**config.mk**
```make
export PLATFORM = sky130hd
export DESIGN_NAME = bin_to_bcd
export DESIGN_NICKNAME = d
export VERILOG_FILES = /design/src/rtl/bin_to_bcd_pkg.sv /design/src/rtl/bcd_digit_adj.sv /design/src/rtl/bin_to_bcd.sv
export SDC_FILE = /design/constraint.sdc
export NUM_CORES = 1
export LEC_CHECK = 0
export BUFFER_PORTS_ARGS = -buffer_cell sky130_fd_sc_hd__buf_2
export CAP_MARGIN = 20
export CORE_ASPECT_RATIO = 1.75
export CORE_MARGIN = 2
export CORE_UTILIZATION = 45
export DETAILED_ROUTE_END_ITERATION = 12
export HOLD_SLACK_MARGIN = 0.02
export PLACE_DENSITY_LB_ADDON = 0.1
export SLEW_MARGIN = 20
export SYNTH_ARGS = -nofsm -noshare
export SYNTH_HDL_FRONTEND = slang
export SYNTH_SLANG_ARGS = --single-unit
```
**constraint.sdc**
```tcl
create_clock -name clk_pi -period 1.83 [get_ports clk_pi]
set_input_delay 0.183 -clock clk_pi [delete_from_list [all_inputs] [get_ports clk_pi]]
set_output_delay 0.183 -clock clk_pi [all_outputs]
set_load 0.03 [all_outputs]
```
**src/rtl/bin_to_bcd_pkg.sv**
```systemverilog
`default_nettype none
// bin_to_bcd_pkg: FSM state type and sizing helpers shared by the converter.
package bin_to_bcd_pkg;

  typedef enum logic [1:0] {
    IDLE  = 2'd0,
    SHIFT = 2'd1,
    DONE  = 2'd2
  } state_t;

  function automatic longint unsigned pow10(input int n);
    longint unsigned p;
    p = 64'd1;
    for (int i = 0; i < n; i++) p = p * 64'd10;
    return p;
  endfunction

  function automatic int cnt_width(input int in_width);
    return $clog2(in_width + 1);
  endfunction

  localparam int DEF_IN_WIDTH = 14;
  localparam int DEF_DIGITS   = 4;

  localparam longint unsigned BCD_MAX = pow10(DEF_DIGITS) - 64'd1;
  localparam int              CNT_W   = $clog2(DEF_IN_WIDTH + 1);

endpackage
`default_nettype wire

```
**src/rtl/bcd_digit_adj.sv**
```systemverilog
`default_nettype none
// bcd_digit_adj: double-dabble digit correction, adds 3 to any digit >= 5.
module bcd_digit_adj (
  input  logic [3:0] digit,
  output logic [3:0] adj
);

  assign adj = (digit >= 4'd5) ? digit + 4'd3 : digit;

endmodule
`default_nettype wire

```
**src/rtl/bin_to_bcd.sv**
```systemverilog
`default_nettype none
// bin_to_bcd: sequential double-dabble converter, one bit per clock, fixed latency.
module bin_to_bcd
  import bin_to_bcd_pkg::*;
#(
  parameter int IN_WIDTH = 14,
  parameter int DIGITS   = 4
) (
  input  logic                  clk_pi,
  input  logic                  rst_n_pi,
  input  logic                  start_pi,
  input  logic [IN_WIDTH-1:0]   bin_pi,
  output logic                  busy_po,
  output logic                  done_po,
  output logic [4*DIGITS-1:0]   bcd_po,
  output logic                  ovf_po
);

  localparam int              BW      = 4 * DIGITS;
  localparam int              CW      = cnt_width(IN_WIDTH);
  localparam longint unsigned MAX_VAL = pow10(DIGITS) - 64'd1;
  localparam logic [CW-1:0]   LAST    = CW'(IN_WIDTH - 1);

  state_t              state;
  state_t              state_nx;
  logic [BW-1:0]       acc;
  logic [BW-1:0]       acc_adj;
  logic [IN_WIDTH-1:0] sr;
  logic [CW-1:0]       cnt;
  logic                ovf_cap;
  logic                over;

  always_ff @(posedge clk_pi) begin
    if (!rst_n_pi) state <= IDLE;
    else           state <= state_nx;
  end

  always_comb begin
    state_nx = state;
    case (state)
      IDLE:    if (start_pi) state_nx = SHIFT;
      SHIFT:   if (cnt == LAST) state_nx = DONE;
      DONE:    state_nx = IDLE;
      default: state_nx = IDLE;
    endcase
  end

  assign busy_po = (state != IDLE);

  generate
    for (genvar g = 0; g < DIGITS; g++) begin : g_adj
      bcd_digit_adj u_adj (
        .digit (acc[4*g +: 4]),
        .adj   (acc_adj[4*g +: 4])
      );
    end
  endgenerate

  // Overflow is decided once, from the raw input, so the shifter never has to detect it.
  assign over = (64'(bin_pi) > MAX_VAL);

  always_ff @(posedge clk_pi) begin
    if (!rst_n_pi) begin
      acc     <= '0;
      sr      <= '0;
      cnt     <= '0;
      ovf_cap <= 1'b0;
      bcd_po  <= '0;
      ovf_po  <= 1'b0;
      done_po <= 1'b0;
    end else begin
      done_po <= 1'b0;
      case (state)
        IDLE: begin
          if (start_pi) begin
            sr      <= bin_pi;
            acc     <= '0;
            cnt     <= '0;
            ovf_cap <= over;
          end
        end
        SHIFT: begin
          acc <= {acc_adj[BW-2:0], sr[IN_WIDTH-1]};
          sr  <= {sr[IN_WIDTH-2:0], 1'b0};
          cnt <= cnt + CW'(1);
        end
        DONE: begin
          done_po <= 1'b1;
          ovf_po  <= ovf_cap;
          bcd_po  <= ovf_cap ? {DIGITS{4'h9}} : acc;
        end
        default: ;
      endcase
    end
  end

endmodule
`default_nettype wire
```
==> summary.md, run 1 <==
| Metric | Value |
|---|---|
| Largest net degree at the start of global routing | 35 |
| Nature of the critical path endpoint | output port |
| Crit path kind | reg -> out |
| Worst-skew pair later-pin latency | 0.31 ns |
| TritonCTS buffer count | 5 |
| Rel. slew slack | 59.6% |
| Syn avg cell area | 8.67 sq um |
| Number of vias per cell | 5.30 |
| Total of warnings raised by yosys | 0 |
| Synthesized flop and latch total | 55 |
| Worst hold path type | in -> reg |
| Gr usage total | 19.5% |
| PortBufs | 35 |
| Fmax | 0.603 GHz |
| Worst path required time | 1.65 ns |
| Leak | 1.13 nW |
| DRC errors left | 0 |
| Routed length per instance | 13.8 um |
| Drt initial violations | 83 |
| Post-synth EDFFs | 0 |
| Final TNS setup | 0 ns |
| Final setup viols | 0 |
| Final Total Pwr | 2.28 mW |
| Worst Tran Pin Value | 0.605 ns |
| Post-layout instance area | 0.00292 sq mm |
| Final Net Count | 354 |
| Global placement routability congestion | 0.804 |
| # H-tree levels | 2 |
| First-pass GRT wire length | 9.63 mm |
| Critical path peak fanout | 22 |
| Result of the run | finished, final reports clean |
| Netlist Area Pre-Place | 0.00260 sq mm |
| Placed Area | 0.00281 sq mm |
| Clk buf depth | 2 |
| Reg clk slew, reported paths | 0.10 ns |
| Final Max Slew Viols | 0 |
| CTS tree | done |
| Root buf cell | clkbuf_8 |
| Final Routed Wirelength | 5.57 mm |
| # diodes | 0 |
| Final period util | 90.6% |
| IO Count | 36 |
| Max VDD drop | 0.510 mV |
| Die width | 61.5 um |
| Area growth from synthesis to layout | 12.4% |
| DR vias | 2142 |
| Die H | 105 um |
| Final hold violations | 0 |
| Arr. time, crit path | 1.48 ns |
| CP Launch Type | flop |
| Syn Inst Count | 300 |
| Die area | 0.00643 sq mm |
| Post-CTS sizing | 0 |
| Clk_skew | 0.00929 ns |
| Initial Util | 46.6% |
| Row cnt | 36 |
| Hold Buf Count CTS | 0 |
| Prevailing post-synth register cell | dfxtp_1 |
| CTS Sinks | 55 |
| Initial antenna violation count | 0 |
| Mapped Nets | 327 |
| Fin crit period | 1.66 ns |
| DRT Pass-1 Iters | 4 |
| Max-cap viol count | 0 |
| Grt ovf | 0 |
| PD cells | 779 mW/mm^2 |
| Filler cell count | 569 |
| Post-DRT Antenna Nets | 0 |
| Post-CTS Repair Setup Buffers | 0 |
| Core area | 0.00559 sq mm |
| FFs w/ async S/R, synth | 0% |
| Post-synth cell types | 34 |
| Register area share after synthesis | 42.3% |
| Layout cells sized above 1 | 16.8% |
| Number of global-route vias before repair | 2043 |
| RSZ-0062 raised after global routing | no |
| Post-DP HPWL | 3.92 mm |
per-stage QoR:
| stage | utilization, % | hold WS, ns | cells | worst slack (ns) |
|---|---|---|---|---|
| after global placement | 50.2 | 0.433 | 396 | 0.321 |
| after detailed placement | 50.2 | 0.438 | 396 | 0.259 |
| after CTS | 52.3 | 0.148 | 404 | 0.146 |
| after floorplan | - | 0.336 | 300 | 0.393 |
| after global routing | 52.3 | 0.193 | 404 | 0.0540 |
| final | 52.3 | 0.165 | 404 | 0.172 |
placed cells by master (no fill, tap or decap):
cell,instances
o221a_1,10
o21ai_0,5
inv_6,1
nand3_1,9
and2b_1,2
o22ai_1,1
nor3_1,14
clkinv_4,1
and2_1,4
o21bai_4,1
nor2_4,1
xnor2_1,4
o221ai_1,3
ha_1,10
xor2_1,3
nand2b_1,7
nor3b_1,8
nand2_1,26
o21ai_1,13
bufinv_16,1
o31ai_1,3
nor2_1,29
buf_2,35
a21boi_1,13
nand3b_1,5
a41oi_1,1
or3_1,4
nor4_1,1
buf_4,5
a21oi_1,17
nand4_1,1
nor2b_1,13
inv_1,10
a22oi_1,2
dfxtp_1,55
clkbuf_8,5
mux2_2,5
report_power, final:
part	switching [mW]	total, mW	internal (mW)
clock network	0.418	0.833	0.416
logic	0.102	0.185	0.0830
registers	0.0286	1.26	1.23
total	0.549	2.28	1.73
area by class of cell:
cell class / instances / area [sq um] / share of cell area [%]
tap: 76 / 95.1 / 3.25
clock inverter: 3 / 47.5 / 1.63
sequential: 55 / 1100 / 37.7
timing repair buffer: 40 / 213 / 7.28
inverter: 10 / 37.5 / 1.28
clock buffer: 5 / 68.8 / 2.36
multi-input combinational: 215 / 1360 / 46.5
sequential cells by signal, summed over array words and instances, names as in the netlist:
signal / flops
ovf_cap: 1
cnt: 4
sr: 14
state: 2
ovf_po: 1
acc: 16
bcd_po: 16
done_po: 1
synthesized netlist by cell type, types with 5 or more instances:
library cell / n / area, sq um
dfxtp_1: 55 / 1100
nor2_1: 29 / 109
nand2_1: 26 / 97.6
a21oi_1: 17 / 85.1
nor3_1: 14 / 70.1
a21boi_1: 13 / 97.6
nor2b_1: 13 / 81.3
o21ai_1: 13 / 65.1
ha_1: 10 / 125
inv_1: 10 / 37.5
o221a_1: 10 / 113
nand3_1: 9 / 45.0
clkbuf_1: 8 / 30.0
nor3b_1: 8 / 60.1
buf_2: 7 / 35.0
nand2b_1: 7 / 43.8
buf_4: 5 / 37.5
mux2_2: 5 / 56.3
nand3b_1: 5 / 37.5
o21ai_0: 5 / 25.0
routing by layer:
layer	global-route usage [%]	part of all wire (%)	vias to the layer above
met4	6.84	2.7	0
met1	22.8	42	1003
met2	34.3	53	35
met5	0	0	-
li1	-	-	1092
met3	2.97	2.5	12
final timing paths:
kind	from	endpoint	slack, ns	cells past startpoint
setup reg to reg	acc[9]	acc[10]	0.23	6
hold reg to reg	acc[13]	acc[13]	0.45	2
setup / recovery	state[0]	busy_po	0.17	4
hold / removal	bin_pi[13]	ovf_cap	0.16	3
critical path, cell delays in order (launching register included):
cell and delay [ns]:
dfxtp_1 0.54, buf_4 0.30, nor2_1 0.09, inv_1 0.06, buf_2 0.18
logic make-up (layout without fill, tap and decap cells):
logic type	after synthesis	in the layout	synth area share [%]
adders and majority gates	10	10	4.81
DFF	55	55	42.3
xor gates and xnor gates	7	7	2.36
and+or+nand+nor	124	124	24.4
AOI/OAI and AO/OA	69	69	18.6
buffers and inverters	30	58	5.39
muxes	5	5	2.17
No activity file was read; power rests on OpenSTA's default activity.
==> inputs of run 2 (changes only) <==
--- a/config.mk
+++ b/config.mk
@@ -13,6 +13,7 @@
 export DETAILED_ROUTE_END_ITERATION = 12
 export HOLD_SLACK_MARGIN = 0.02
 export PLACE_DENSITY_LB_ADDON = 0.1
+export REMOVE_ABC_BUFFERS = 1
 export SLEW_MARGIN = 20
 export SYNTH_ARGS = -nofsm -noshare
 export SYNTH_HDL_FRONTEND = slang
==> run 2 against run 1 <==
  * Non-clock buffer count grew 7
  * Die area stayed put
  * Sequential share of layout area decreased by 0.91 points
  * Cell count increased by 1.7%
  * Maximum frequency up 4.2%
  * Sequential cell count stayed put
  * Via count hardly changed
  * Worst hold slack got worse by 0.031 ns
  * Clock skew is 0.0019 ns higher
  * Critical path type unchanged
  * Largest cell class unchanged
  * Highest routed layer unchanged
==> summary.md, run 2 (synthesized netlist as in run 1, its figures left out) <==
| Metric | Value |
|---|---|
| Result of the run | finished, final reports clean |
| CTS Sinks | 55 (unchanged) |
| Most common cell after layout, fill and taps aside | dfxtp_1 |
| Max VDD drop | 0.482 mV (-5.4%) |
| Most frequent cells in the layout | dfxtp_1, buf_2, nor2_1 |
| Initial Util | 46.6% (unchanged) |
| CTS tree | done |
| Routed length per instance | 13.5 um (-1.8%) |
| Gr usage total | 19.4% (-0.068 points) |
| Critical path peak fanout | 10 (-55%) |
| PortBufs | 35 (unchanged) |
| # H-tree levels | 2 (unchanged) |
| First-pass GRT wire length | 9.74 mm (+1.1%) |
| Final TNS setup | 0 ns (unchanged) |
| PD cells | 807 mW/mm^2 (+3.6%) |
| Area growth from synthesis to layout | 15.2% |
| Fin crit period | 1.59 ns (-0.0666 ns) |
| Clk buf depth | 2 (unchanged) |
| Row cnt | 36 (unchanged) |
| Worst path required time | 1.65 ns (about the same) |
| # diodes | 0 (unchanged) |
| Die H | 105 um (unchanged) |
| Core area | 0.00559 sq mm (unchanged) |
| IO Count | 36 (unchanged) |
| Initial antenna violation count | 0 (unchanged) |
| Final period util | 87.0% (-3.6 points) |
| Reg clk slew, reported paths | 0.11 ns (about the same) |
| DRC errors left | 0 (unchanged) |
| Largest net degree at the start of global routing | 44 (+26%) |
| RR Startpoint | acc[0] |
| Final Routed Wirelength | 5.56 mm (-0.11%) |
| TritonCTS buffer count | 5 (unchanged) |
| Post-DP HPWL | 3.98 mm (+1.6%) |
| Grt ovf | 0 (unchanged) |
| Final Net Count | 361 (+2.0%) |
| DR vias | 2141 (-0.047%) |
| Leak | 1.17 nW (+3.5%) |
| Biggest registers after layout | acc (16), bcd_po (16), sr (14) |
| Hold Crit Start | bin_pi[13] |
| Max-cap viol count | 0 (unchanged) |
| Crit path kind | reg -> out |
| Arr. time, crit path | 1.41 ns (-0.07 ns) |
| Die width | 61.5 um (unchanged) |
| Fmax | 0.628 GHz (+4.2%) |
| Final Max Slew Viols | 0 (unchanged) |
| Post-DRT Antenna Nets | 0 (unchanged) |
| Rel. slew slack | 59.0% (-0.63 points) |
| Root buf cell | clkbuf_8 |
| Worst-skew pair later-pin latency | 0.32 ns (about the same) |
| Worst hold path type | in -> reg |
| Crit path from | state[1] |
| Die area | 0.00643 sq mm (unchanged) |
| RSZ-0062 raised after global routing | no |
| Final hold violations | 0 (unchanged) |
| DRT Pass-1 Iters | 4 (unchanged) |
| Final setup viols | 0 (unchanged) |
| Post-CTS sizing | 0 (unchanged) |
| Drt initial violations | 41 (-51%) |
| Clk_skew | 0.0112 ns (+0.00192 ns) |
| Nature of the critical path endpoint | output port |
| Hold Buf Count CTS | 0 (unchanged) |
| Number of vias per cell | 5.21 (-1.7%) |
| Worst Tran Pin Value | 0.614 ns (+0.00946 ns) |
| Post-CTS Repair Setup Buffers | 0 (unchanged) |
| Layout cells sized above 1 | 18.5% (+1.7 points) |
| Number of global-route vias before repair | 2142 (+4.8%) |
| Utilization after layout | 53.6% (+1.3 points) |
| CP Launch Type | flop |
| Global placement routability congestion | 0.843 (+4.8%) |
run 2: area by class of cell:
type	count	area, sq um
Timing Repair Buffer	47	265
Fill cell	584	2590
Sequential cell	55	1100
Clock buffer	5	68.8
Multi-Input combinational cell	215	1360
Clock inverter	3	67.6
Tap cell	76	95.1
Inverter	10	37.5
run 2: critical path: stages, from the launching register on:
cell and delay [ns]:
dfxtp_1 0.51, buf_4 0.25, nor2_1 0.09, inv_1 0.05, buf_2 0.18
run 2: power breakdown:
part / switching (mW) / total, mW / internal, mW
sequential: 0.0283 / 1.26 / 1.23
clock: 0.416 / 0.961 / 0.546
combinational: 0.106 / 0.198 / 0.0912
run 2: per-stage QoR:
stage	power (mW)	setup WS, ns	cell area (sq um)	hold slack [ns]	std cells
after floorplan	1.39	0.221	2500	0.302	280
after global placement	1.48	0.338	2860	0.433	403
after detailed placement	1.49	0.284	2860	0.440	403
after CTS	2.44	0.227	2990	0.130	411
after global routing	2.52	0.131	2990	0.141	411
final	2.42	0.238	2990	0.134	411
run 2: routing by layer:
metal | vias up | GRT usage [%] | share of wire, %
met1 | 1003 | 22.1 | 41
met3 | 7 | 2.85 | 2.6
met2 | 30 | 35.0 | 55
li1 | 1101 | - | -
met4 | 0 | 6.53 | 1.6
met5 | - | 0 | 0
run 2: path summary, 6_finish.rpt:
kind / end / slack (ns) / depth (start not counted)
worst max-delay path: busy_po / 0.24 / 4
worst min-delay path: ovf_cap / 0.13 / 3
worst max register to register: acc[2] / 0.26 / 6
worst min register to register: bcd_po[5] / 0.45 / 2
